**src/rtl/mtm_alu_pkg.sv**
```systemverilog
// Shared definitions for the mtm_Alu command sequencer: opcodes, FSM states,
// error bits, CRC polynomials and response-control helpers.
package mtm_alu_pkg;

  localparam int CRC4_LEN = 68;
  localparam int CRC3_LEN = 37;

  localparam logic [2:0] OP_AND = 3'b000;
  localparam logic [2:0] OP_OR  = 3'b001;
  localparam logic [2:0] OP_ADD = 3'b100;
  localparam logic [2:0] OP_SUB = 3'b101;

  typedef enum logic [2:0] {
    ST_IDLE  = 3'd0,
    ST_CHECK = 3'd1,
    ST_EXEC  = 3'd2,
    ST_GEN   = 3'd3,
    ST_SEND  = 3'd4,
    ST_ERR   = 3'd5
  } state_e;

  localparam int ERR_DATA_BIT = 2;
  localparam int ERR_CRC_BIT  = 1;
  localparam int ERR_OP_BIT   = 0;

  localparam logic [2:0] ERR_DATA = 3'b100;
  localparam logic [2:0] ERR_CRC  = 3'b010;
  localparam logic [2:0] ERR_OP   = 3'b001;

  // Polynomials without the implicit top term: x^4+x+1 and x^3+x+1.
  localparam logic [3:0] CRC4_POLY = 4'b0011;
  localparam logic [2:0] CRC3_POLY = 3'b011;

  function automatic logic op_is_valid(input logic [2:0] op);
    logic ok;
    case (op)
      OP_AND, OP_OR, OP_ADD, OP_SUB: ok = 1'b1;
      default:                       ok = 1'b0;
    endcase
    return ok;
  endfunction

  function automatic logic even_parity(input logic [6:0] bits);
    return ^bits;
  endfunction

  function automatic logic [7:0] err_ctl(input logic [2:0] err);
    logic [6:0] upper;
    upper = {1'b1, err, err};
    return {upper, even_parity(upper)};
  endfunction

endpackage

```
**src/rtl/mtm_alu_crc_serial.sv**
```systemverilog
// Generic MSB-first bit-serial CRC LFSR; crc_step is the value the register
// takes once din has been shifted in, so callers can use the final bit early.
module mtm_alu_crc_serial #(
  parameter int              WIDTH = 4,
  parameter logic [WIDTH-1:0] POLY = {WIDTH{1'b0}}
) (
  input  logic             clk,
  input  logic             rst,
  input  logic             clr,
  input  logic             en,
  input  logic             din,
  output logic [WIDTH-1:0] crc,
  output logic [WIDTH-1:0] crc_step
);

  logic             feedback_s;
  logic [WIDTH-1:0] shifted_s;

  // one LFSR step over din
  always_comb begin
    feedback_s = din ^ crc[WIDTH-1];
    shifted_s  = {crc[WIDTH-2:0], 1'b0};
    if (feedback_s) begin
      crc_step = shifted_s ^ POLY;
    end else begin
      crc_step = shifted_s;
    end
  end

  // CRC register: cleared at frame start, advanced while enabled
  always_ff @(posedge clk) begin
    if (rst) begin
      crc <= {WIDTH{1'b0}};
    end else if (clr) begin
      crc <= {WIDTH{1'b0}};
    end else if (en) begin
      crc <= crc_step;
    end
  end

endmodule

```
**src/rtl/mtm_alu_sequencer.sv**
```systemverilog
// Frame sequencer: validates one deserialized frame (framing, CRC4, opcode),
// drives the ALU, then returns a CRC3-protected result or an error response.
module mtm_alu_sequencer
  import mtm_alu_pkg::*;
(
  input  logic        clk,
  input  logic        rst,
  input  logic        in_valid,
  output logic        in_ready,
  input  logic [31:0] in_a,
  input  logic [31:0] in_b,
  input  logic [7:0]  in_ctl,
  input  logic        in_frame_err,
  output logic        alu_start,
  output logic [2:0]  alu_op,
  output logic [31:0] alu_a,
  output logic [31:0] alu_b,
  input  logic        alu_done,
  input  logic [31:0] alu_c,
  input  logic [3:0]  alu_flags,
  output logic        out_valid,
  input  logic        out_ready,
  output logic        out_is_err,
  output logic [31:0] out_data,
  output logic [7:0]  out_ctl
);

  localparam logic [6:0] CHECK_LAST = 7'(CRC4_LEN - 1);
  localparam logic [6:0] GEN_LAST   = 7'(CRC3_LEN - 1);

  state_e        state_r;
  state_e        state_s;
  logic [6:0]    cnt_r;
  logic [31:0]   a_r;
  logic [31:0]   b_r;
  logic [31:0]   c_r;
  logic [2:0]    op_r;
  logic [3:0]    crc4_rx_r;
  logic [3:0]    flags_r;

  logic          accept_s;
  logic          done_s;
  logic          crc4_bad_s;
  logic [CRC4_LEN-1:0] crc4_bits_s;
  logic [CRC3_LEN-1:0] crc3_bits_s;
  logic [6:0]    crc4_idx_s;
  logic [5:0]    crc3_idx_s;
  logic          crc4_din_s;
  logic          crc3_din_s;
  logic [3:0]    crc4_reg_unused_s;
  logic [3:0]    crc4_step_s;
  logic [2:0]    crc3_reg_unused_s;
  logic [2:0]    crc3_step_s;
  logic          ctl_msb_unused_s;
  logic [2:0]    err_s;

  logic          in_ready_s;
  logic          alu_start_s;
  logic          out_valid_s;
  logic          out_is_err_s;
  logic [31:0]   out_data_s;
  logic [7:0]    out_ctl_s;

  assign ctl_msb_unused_s = in_ctl[7];
  assign accept_s   = (state_r == ST_IDLE) && in_valid;
  assign done_s     = (state_r == ST_EXEC) && alu_done;

  // Both CRCs walk their message MSB first, one bit per counter step.
  assign crc4_bits_s = {b_r, a_r, 1'b1, op_r};
  assign crc3_bits_s = {c_r, 1'b0, flags_r};
  assign crc4_idx_s  = CHECK_LAST - cnt_r;
  assign crc3_idx_s  = GEN_LAST[5:0] - cnt_r[5:0];
  assign crc4_din_s  = crc4_bits_s[crc4_idx_s];
  assign crc3_din_s  = crc3_bits_s[crc3_idx_s];
  assign crc4_bad_s  = (crc4_step_s != crc4_rx_r);

  assign alu_op = op_r;
  assign alu_a  = a_r;
  assign alu_b  = b_r;

  mtm_alu_crc_serial #(.WIDTH(4), .POLY(CRC4_POLY)) u_crc4 (
    .clk      (clk),
    .rst      (rst),
    .clr      (accept_s),
    .en       (state_r == ST_CHECK),
    .din      (crc4_din_s),
    .crc      (crc4_reg_unused_s),
    .crc_step (crc4_step_s)
  );

  mtm_alu_crc_serial #(.WIDTH(3), .POLY(CRC3_POLY)) u_crc3 (
    .clk      (clk),
    .rst      (rst),
    .clr      (done_s),
    .en       (state_r == ST_GEN),
    .din      (crc3_din_s),
    .crc      (crc3_reg_unused_s),
    .crc_step (crc3_step_s)
  );

  // state register
  always_ff @(posedge clk) begin
    if (rst) begin
      state_r <= ST_IDLE;
    end else begin
      state_r <= state_s;
    end
  end

  // next-state decode
  always_comb begin
    state_s = state_r;
    case (state_r)
      ST_IDLE: begin
        if (in_valid) begin
          if (in_frame_err) begin
            state_s = ST_ERR;
          end else begin
            state_s = ST_CHECK;
          end
        end else begin
          state_s = ST_IDLE;
        end
      end
      ST_CHECK: begin
        if (cnt_r == CHECK_LAST) begin
          if (crc4_bad_s || !op_is_valid(op_r)) begin
            state_s = ST_ERR;
          end else begin
            state_s = ST_EXEC;
          end
        end else begin
          state_s = ST_CHECK;
        end
      end
      ST_EXEC: begin
        if (alu_done) begin
          state_s = ST_GEN;
        end else begin
          state_s = ST_EXEC;
        end
      end
      ST_GEN: begin
        if (cnt_r == GEN_LAST) begin
          state_s = ST_SEND;
        end else begin
          state_s = ST_GEN;
        end
      end
      ST_SEND, ST_ERR: begin
        if (out_ready) begin
          state_s = ST_IDLE;
        end else begin
          state_s = state_r;
        end
      end
      default: state_s = ST_IDLE;
    endcase
  end

  // error code for a frame heading into ERR; framing errors only leave IDLE
  always_comb begin
    if (state_r == ST_IDLE) begin
      err_s = ERR_DATA;
    end else if (crc4_bad_s) begin
      err_s = ERR_CRC;
    end else begin
      err_s = ERR_OP;
    end
  end

  // output decode from the upcoming state; responses latch on entry and hold
  always_comb begin
    in_ready_s   = 1'b0;
    alu_start_s  = 1'b0;
    out_valid_s  = 1'b0;
    out_is_err_s = 1'b0;
    out_data_s   = 32'h0000_0000;
    out_ctl_s    = 8'h00;
    case (state_s)
      ST_IDLE: in_ready_s = 1'b1;
      ST_EXEC: alu_start_s = (state_r == ST_CHECK);
      ST_SEND: begin
        out_valid_s = 1'b1;
        if (state_r == ST_GEN) begin
          out_data_s = c_r;
          out_ctl_s  = {1'b0, flags_r, crc3_step_s};
        end else begin
          out_data_s = out_data;
          out_ctl_s  = out_ctl;
        end
      end
      ST_ERR: begin
        out_valid_s  = 1'b1;
        out_is_err_s = 1'b1;
        if (state_r == ST_ERR) begin
          out_ctl_s = out_ctl;
        end else begin
          out_ctl_s = err_ctl(err_s);
        end
      end
      default: begin
        in_ready_s = 1'b0;
      end
    endcase
  end

  // frame capture, ALU result capture and shared bit counter
  always_ff @(posedge clk) begin
    if (rst) begin
      a_r       <= 32'h0000_0000;
      b_r       <= 32'h0000_0000;
      op_r      <= 3'b000;
      crc4_rx_r <= 4'h0;
      c_r       <= 32'h0000_0000;
      flags_r   <= 4'h0;
      cnt_r     <= 7'd0;
    end else begin
      if (accept_s) begin
        a_r       <= in_a;
        b_r       <= in_b;
        op_r      <= in_ctl[6:4];
        crc4_rx_r <= in_ctl[3:0];
      end
      if (done_s) begin
        c_r     <= alu_c;
        flags_r <= alu_flags;
      end
      if (accept_s || done_s) begin
        cnt_r <= 7'd0;
      end else if ((state_r == ST_CHECK) || (state_r == ST_GEN)) begin
        cnt_r <= cnt_r + 7'd1;
      end
    end
  end

  // output registers
  always_ff @(posedge clk) begin
    if (rst) begin
      in_ready   <= 1'b1;
      alu_start  <= 1'b0;
      out_valid  <= 1'b0;
      out_is_err <= 1'b0;
      out_data   <= 32'h0000_0000;
      out_ctl    <= 8'h00;
    end else begin
      in_ready   <= in_ready_s;
      alu_start  <= alu_start_s;
      out_valid  <= out_valid_s;
      out_is_err <= out_is_err_s;
      out_data   <= out_data_s;
      out_ctl    <= out_ctl_s;
    end
  end

endmodule

```
**config.mk**
```make
export PLATFORM = sky130hd
export DESIGN_NAME = mtm_alu_sequencer
export DESIGN_NICKNAME = d
export VERILOG_FILES = /design/src/rtl/mtm_alu_pkg.sv /design/src/rtl/mtm_alu_crc_serial.sv /design/src/rtl/mtm_alu_sequencer.sv
export SDC_FILE = /design/constraint.sdc
export NUM_CORES = 1
export LEC_CHECK = 0
export ABC_AREA = 1
export ABC_CLOCK_PERIOD_IN_PS = 3000
export CAP_MARGIN = 20
export CORE_AREA = 2 2 156 120
export CTS_BUF_LIST = sky130_fd_sc_hd__clkbuf_4
export DETAILED_ROUTE_END_ITERATION = 10
export DIE_AREA = 0 0 158 122
export PLACE_DENSITY = 0.78
export SLEW_MARGIN = 20
export SYNTH_ARGS = -nofsm -noshare
export SYNTH_HDL_FRONTEND = slang
export SYNTH_SLANG_ARGS = --single-unit
```
**constraint.sdc**
```tcl
create_clock -name clk -period 3 [get_ports clk]
set_clock_uncertainty 0.05 [all_clocks]
set_input_delay 0.45 -clock clk [delete_from_list [all_inputs] [get_ports clk]]
set_output_delay 0.45 -clock clk [all_outputs]
set_load 0.01 [all_outputs]
```
; ---- After elaboration in Yosys (flattened, before gate mapping)
; Cells that the tools add are included.
[classes]
addsub = 3
n_mul = 0
n_div = 0
magnitude_cmp = 2
n_eq_ne = 16
shifts = 0
mux = 25
n_bitwise = 6
reduce_logical = 19
[ops]
columns = operator, count
row1 = 3-bit 2-to-1 mux, 7
row2 = 3-bit == test (second input constant), 6
row3 = 8-bit 2-to-1 mux, 2
row4 = 8-bit one-hot mux with 2 select lines, 1
row5 = 3-bit one-hot mux with 5 select lines, 1
row6 = 2-bit OR reduction, 7
row7 = 3-bit by 2-bit == test with 1-bit output (second input constant), 3
row8 = 3-bit zero test, 3
row9 = 1-bit 2-to-1 mux, 9
row10 = 7-bit by 8-bit less-than comparator with 1-bit output (second input constant), 1
row11 = 7-bit by 1-bit adder with 7-bit output (second input constant), 1
row12 = 1-bit binary-select mux with 7-bit select, 1
row13 = 7-bit by 6-bit == test with 1-bit output (second input constant), 1
row14 = 7-bit == test (second input constant), 1
row15 = 6-bit by 7-bit less-than comparator with 1-bit output (second input constant), 1
row16 = 7-bit parity, 1
row17 = 7-bit subtractor (first input constant), 1
row18 = 1-bit binary-select mux with 6-bit select, 1
row19 = 3-bit by 1-bit == test with 1-bit output (second input constant), 2
row20 = 2-bit 2-to-1 mux, 3
row21 = 6-bit subtractor (first input constant), 1
row22 = 4-bit inequality test, 1
row23 = 2-bit inverter, 2
row24 = 4-bit OR reduction, 1
row25 = other kinds (8), 13
[word_totals]
regBits = 168
latch_bits = 0
ram_bits = 0
mem_bits_ro = 0
in_bits = 114
output_inout_bits = 111
elab_cells = 87
memories = 0

; ---- Depth between registers and ports, before layout
[depth]
ltp_word = 13
ltp_mapped = 27
mapped_depth_nobuf = 25

; ---- By module
; From an unflattened synthesis, not the netlist that was laid out.
[unflattened]
hier_cells = 1063
area_unflattened_um2 = 7557.2
[by_module_without_submodules]
columns = module, n_inst, cells_each, area_per_inst_um2, seq_area_each_um2
row1 = mtm_alu_sequencer, 1, 1002, 7159.4, 3223.1
row2 = mtm_alu_crc_serial (u_crc4), 1, 33, 220.2, 80.1
row3 = mtm_alu_crc_serial (u_crc3), 1, 28, 177.7, 60.1

; ---- Worst setup path after synthesis
; Ideal clock, no wire load.
[synth_path]
kind = reg2reg
from = reg cnt_r[0]
to = reg out_ctl[1]
setup_time_ns = 0.056
t_arrival_ns = 2.785
t_required_ns = 2.894
setup_slack_ns = 0.109
path_stages_with_launch = 18
n_path_buf = 4
synth_period_minus_slack_ns = 2.891
path_cell_list = dfxtp_1 -> inv_2 -> buf_2 -> buf_2 -> ha_1 -> clkbuf_1 -> clkbuf_1 -> a21oi_1 -> o21ai_0 -> a21oi_1 -> o41ai_1 -> nand2_1 -> xnor2_1 -> xor2_1 -> nand4_1 -> nand3_1 -> nand2_1 -> inv_1
[synth_between]
elab_chain_cells = 13
word_cells_on_any_way = 28
cone_classes = 2 x add/sub / 7 x eq/ne / 15 x mux / 2 x bitwise / 2 x reduce/logical
[synth_lines]
columns = element, line
row1 = from (decl), mtm_alu_sequencer.sv:33  ; logic [6:0] cnt_r;
row2 = from (signal assigned), mtm_alu_sequencer.sv:232  ; cnt_r <= cnt_r + 7'd1;
row3 = 7-bit subtractor *, mtm_alu_sequencer.sv:71  ; assign crc4_idx_s = CHECK_LAST - cnt_r;
row4 = via crc4_idx_s[0], mtm_alu_sequencer.sv:46  ; logic [6:0] crc4_idx_s;
row5 = 1-bit binary-select mux with 7-bit select *, mtm_alu_sequencer.sv:73  ; assign crc4_din_s = crc4_bits_s[crc4_idx_s];
row6 = 1-bit 2-to-1 mux (implied by the code) *, mtm_alu_sequencer.sv:73
row7 = 1-bit bitwise XOR *, mtm_alu_crc_serial.sv:21  ; feedback_s = din ^ crc[WIDTH-1];
row8 = 2-bit 2-to-1 mux *, mtm_alu_crc_serial.sv:23  ; if (feedback_s) begin
row9 = 4-bit inequality test *, mtm_alu_sequencer.sv:75  ; assign crc4_bad_s = (crc4_step_s != crc4_rx_r);
row10 = 1-bit logical OR, mtm_alu_sequencer.sv:127  ; if (crc4_bad_s || !op_is_valid(op_r)) begin
row11 = 3-bit 2-to-1 mux, mtm_alu_sequencer.sv:127
row12 = 3-bit 2-to-1 mux, mtm_alu_sequencer.sv:126  ; if (cnt_r == CHECK_LAST) begin
row13 = 3-bit one-hot mux with 5 select lines, mtm_alu_sequencer.sv:113  ; case (state_r)
row14 = 3-bit == test, mtm_alu_sequencer.sv:180  ; case (state_s)
row15 = 2-bit by 1-bit inequality test with 1-bit output (no source line) or 2-bit inequality test (tied branches), n/a
row16 = 2-bit AND reduction (no source line), n/a
row17 = to (signal assigned), mtm_alu_sequencer.sv:252  ; out_ctl <= out_ctl_s;
row18 = to (decl), mtm_alu_sequencer.sv:25  ; output logic [7:0] out_ctl
; The timed path passes the listed nets; every way through them passes the cells marked *. The select of a mux whose other input is x is not followed.
; A chain may end at the register's enable or synchronous reset.

; ---- Worst setup path in the final report
[layout_path]
from = reg cnt_r[2]
to = reg out_data[17]
[layout_between]
elab_chain_cells = 13
word_cells_on_any_way = 16
cone_classes = 1 x add/sub / 4 x eq/ne / 7 x mux / 2 x bitwise / 2 x reduce/logical
[layout_lines]
columns = element, line
row1 = 7-bit subtractor, mtm_alu_sequencer.sv:71
row2 = 1-bit binary-select mux with 7-bit select, mtm_alu_sequencer.sv:73
row3 = 1-bit 2-to-1 mux (implied by the code), mtm_alu_sequencer.sv:73
row4 = 1-bit bitwise XOR, mtm_alu_crc_serial.sv:21
row5 = 2-bit 2-to-1 mux, mtm_alu_crc_serial.sv:23
row6 = 4-bit inequality test, mtm_alu_sequencer.sv:75
row7 = 1-bit logical OR, mtm_alu_sequencer.sv:127
row8 = 3-bit 2-to-1 mux, mtm_alu_sequencer.sv:127
row9 = 3-bit 2-to-1 mux, mtm_alu_sequencer.sv:126
row10 = 3-bit one-hot mux with 5 select lines *, mtm_alu_sequencer.sv:113
row11 = 3-bit == test *, mtm_alu_sequencer.sv:180
row12 = 1-bit inverter (no source line) *, n/a
row13 = 2-bit OR reduction (no source line) *, n/a
row14 = to (signal assigned), mtm_alu_sequencer.sv:251  ; out_data <= out_data_s;
row15 = to (decl), mtm_alu_sequencer.sv:24  ; output logic [31:0] out_data,
; Every way passes the cells marked *; elsewhere a longest branch is shown, timed or not. The select of a mux whose other input is x is not followed.

==> metrics.txt <==
clk root buf=clkbuf_4; TritonCTS Buffers=17; Initial DRT Pass Iterations=5; Initial Util=around 43%; maximum VDD drop=between 0.0002 and 0.0003 V; Synth area leader=dfxtp_1; CTS tree=done; Nets=1405; Core Box Area=roughly 18000 µm²; Yosys cell types=45; CP Capture Type=flip-flop; post-route ant nets=0; Post-synth EDFFs=0; Tot GR Track Use=roughly 23%; Leak=around 4.2 nW; WP data required=~3.5 ns; number of remaining DRC errors=0; syn nets=1188; H-Tree Depth=4; Warnings, synthesis=0; Worst EP arrival=~3.3 ns; achievable frequency=between 300 and 400 MHz; critical path type=reg2reg; placed wire-length estimate=15.7 mm; grt total ovfl=0; Synth Flop Type=dfxtp_1; vias per cell=between 5 and 6; # Max-Cap Violations=0; die area=19300 µm²; first-pass GRT wire length=between 30 and 40 mm; CP max FO=7; io pins=between 200 and 250; Area Growth Syn to Fin=39.5%; reg2reg setup slack=roughly 0.15 ns; DR WL/cell=between 10 and 15 µm; pin count of the biggest net entering global routing=112; Slowest-stage cell, CP=dfxtp_2; Hold EP=alu_b[15]; Buf+Inv Stages, Crit Path=3; placed instance area=a little over 10000 µm²; R2R Path Start=cnt_r[2]; relative slew slack=about a third; fraction of registers with async set or reset after synthesis=0%; # clock sinks=approximately 170; worst hold path type=in2reg; Mean Syn Cell Area=around 7.3 µm²; Placer Congestion=roughly 0.83; Longest Clk Path Bufs=2; Final Max Tran Viols=0; vias in the first global route=7018; Synth top area share=between 40% and 50%; setup TNS=0 ns; hold path startpoint=in_b[15]; outcome=completed; Die H=approximately 120 µm; Power Dens Cells=roughly 460 nW/µm²; synth cell count leaders=nand2_1 (219), dfxtp_1 (168), a21oi_1 (138); clk slew on worst S/H paths=0.15 ns; Antenna Cells=0; synthesis-stage register bit count=roughly 170; worst hold path cell count=3; Post-Syn Area=about 7800 µm²; CP top delay family=simple AND/OR/NAND/NOR gates; IO buf count=between 200 and 250; Iteration-0 DRC Markers=700; layout cells sized above 1=between 10% and 20%; count leader, synth=nand2_1; startpoint types=flip-flop; Final min period=between 2 and 3 ns; measured slew at the worst slew-check pin=a little under 1 ns; # rows=43; initial antenna violation count=0; peak per-stage delay on the critical path=between 0.3 and 0.4 ns; Worst-Skew Late Latency=between 0.5 and 0.6 ns; number of cells on the critical path=23; final period utilization=a little over nine tenths; Final Instance Area=approximately 11000 µm²; post-synthesis sequential area ratio=a little over two fifths; vias=7781; reg2reg end=out_data[17]; Post-Route WL=around 22 mm; Die W=between 150 and 200 µm; synth top area cells=dfxtp_1 (43%), nand2_1 (11%), a21oi_1 (8.9%); cells after synthesis=around 1100; Worst R2R Path Depth=23; crit-path cells=inv_4 > ha_4 > nor2_2 > buf_4 > nand2_1 > a21oi_2 > nor2_1 > nand2_1 > nand3_1 > nand2_1 > nand2_2 > nand2_2 > nand2_1 > nand3_2 > nand2_2 > nand2_2 > nand2_4 > nand3_2 > nand2_4 > a21oi_4 > nand2_8 > clkbuf_16 > nor2_4; setup violators final=0; count of final hold-check violations=0
==> cell type report <==
cell class	count	area, µm²
Fill cell	1637	7080
Clock buffer	17	128
Sequential cell	168	3370
Multi-Input combinational cell	703	3720
Tap cell	247	309
Inverter	134	518
Clock inverter	15	214
Timing Repair Buffer	262	2630
==> flip-flops by register name (all words and copies together) (netlist names) <==
register	cells
alu_a	32
alu_b	32
c_r	32
out_data	32
out_ctl	8
cnt_r	7
crc4_rx_r	4
flags_r	4
u_crc4.crc	4
alu_op	3
state_r	3
u_crc3.crc	3
alu_start	1
in_ready	1
out_is_err	1
out_valid	1
==> per-stage QoR <==
step,total power [mW],utilization [%],setup slack [ns],hold WS (ns),std cells
floorplan,2.97,-,0.109,0.391,1069
global placement,3.44,57.3,0.0518,0.404,1506
detailed placement,3.46,57.3,0.0144,0.413,1506
CTS,5.01,59.3,0.0487,0.318,1540
global route,5.26,60.6,-0.0327,0.321,1546
finish,5.03,60.6,0.150,0.360,1546
==> kinds of logic (layout without fill, tap and decap cells) <==
logic type	count (synthesis)	count (layout)	synth area share, %
AO/OA/AOI/OAI	293	293	19.6
XOR/XNOR	9	9	1.11
adder cells (fa/ha/maj)	5	5	0.802
buffers and inverters	198	428	10.9
flip-flops	168	168	43.1
AND/OR/NAND/NOR	396	396	24.4
==> power breakdown <==
part / leakage [nW] / switching, mW / internal, mW / total [mW]
Combinational: 2.65 / 0.547 / 0.509 / 1.06
Sequential: 1.37 / 0.0661 / 2.34 / 2.41
Clock: 0.180 / 0.880 / 0.685 / 1.56
==> worst max-delay path by stage <==
| stage | from | endpoint | slack [ns] |
|---|---|---|---|
| after floorplan | cnt_r[0] | out_ctl[1] | 0.11 |
| after global placement | cnt_r[2] | out_ctl[2] | 0.05 |
| after detailed placement | cnt_r[2] | out_ctl[2] | 0.01 |
| after CTS | cnt_r[2] | out_data[19] | 0.05 |
| after global routing | cnt_r[2] | out_data[17] | -0.03 |
| final | cnt_r[2] | out_data[17] | 0.15 |
==> cell usage in the layout, fill, tap and decap left out, drive strengths merged, types with 8 or more instances in the layout <==
master,count
a21oi,140
buf,37
clkbuf,19
clkdlybuf4s50,223
dfxtp,168
inv,139
nand2,228
nand3,56
nand4,8
nor2,90
o21ai,137
==> layer usage <==
layer | vias up | track usage [%] | wire length [µm]
met5 | - | 0 | 0
met4 | 0 | 5.63 | 285
met3 | 31 | 5.98 | 1670
met2 | 286 | 33.5 | 9790
met1 | 3569 | 32.4 | 10600
li1 | 3895 | - | -
==> repair_timing <==
action	CTS	global route
gates resized for setup	2	36
gates cloned	0	2
endpoints found under the setup margin	3	44
pin swaps	1	10
setup buffers	2	4
hold endpoints to repair	0	0
hold buffers	0	0
==> worst min-delay path: stages <==
cell	delay, ns
clkdlybuf4s50_1	0.39
nand2_1	0.06
a21oi_1	0.05
Note: power is estimated with default switching activity, not from simulation.
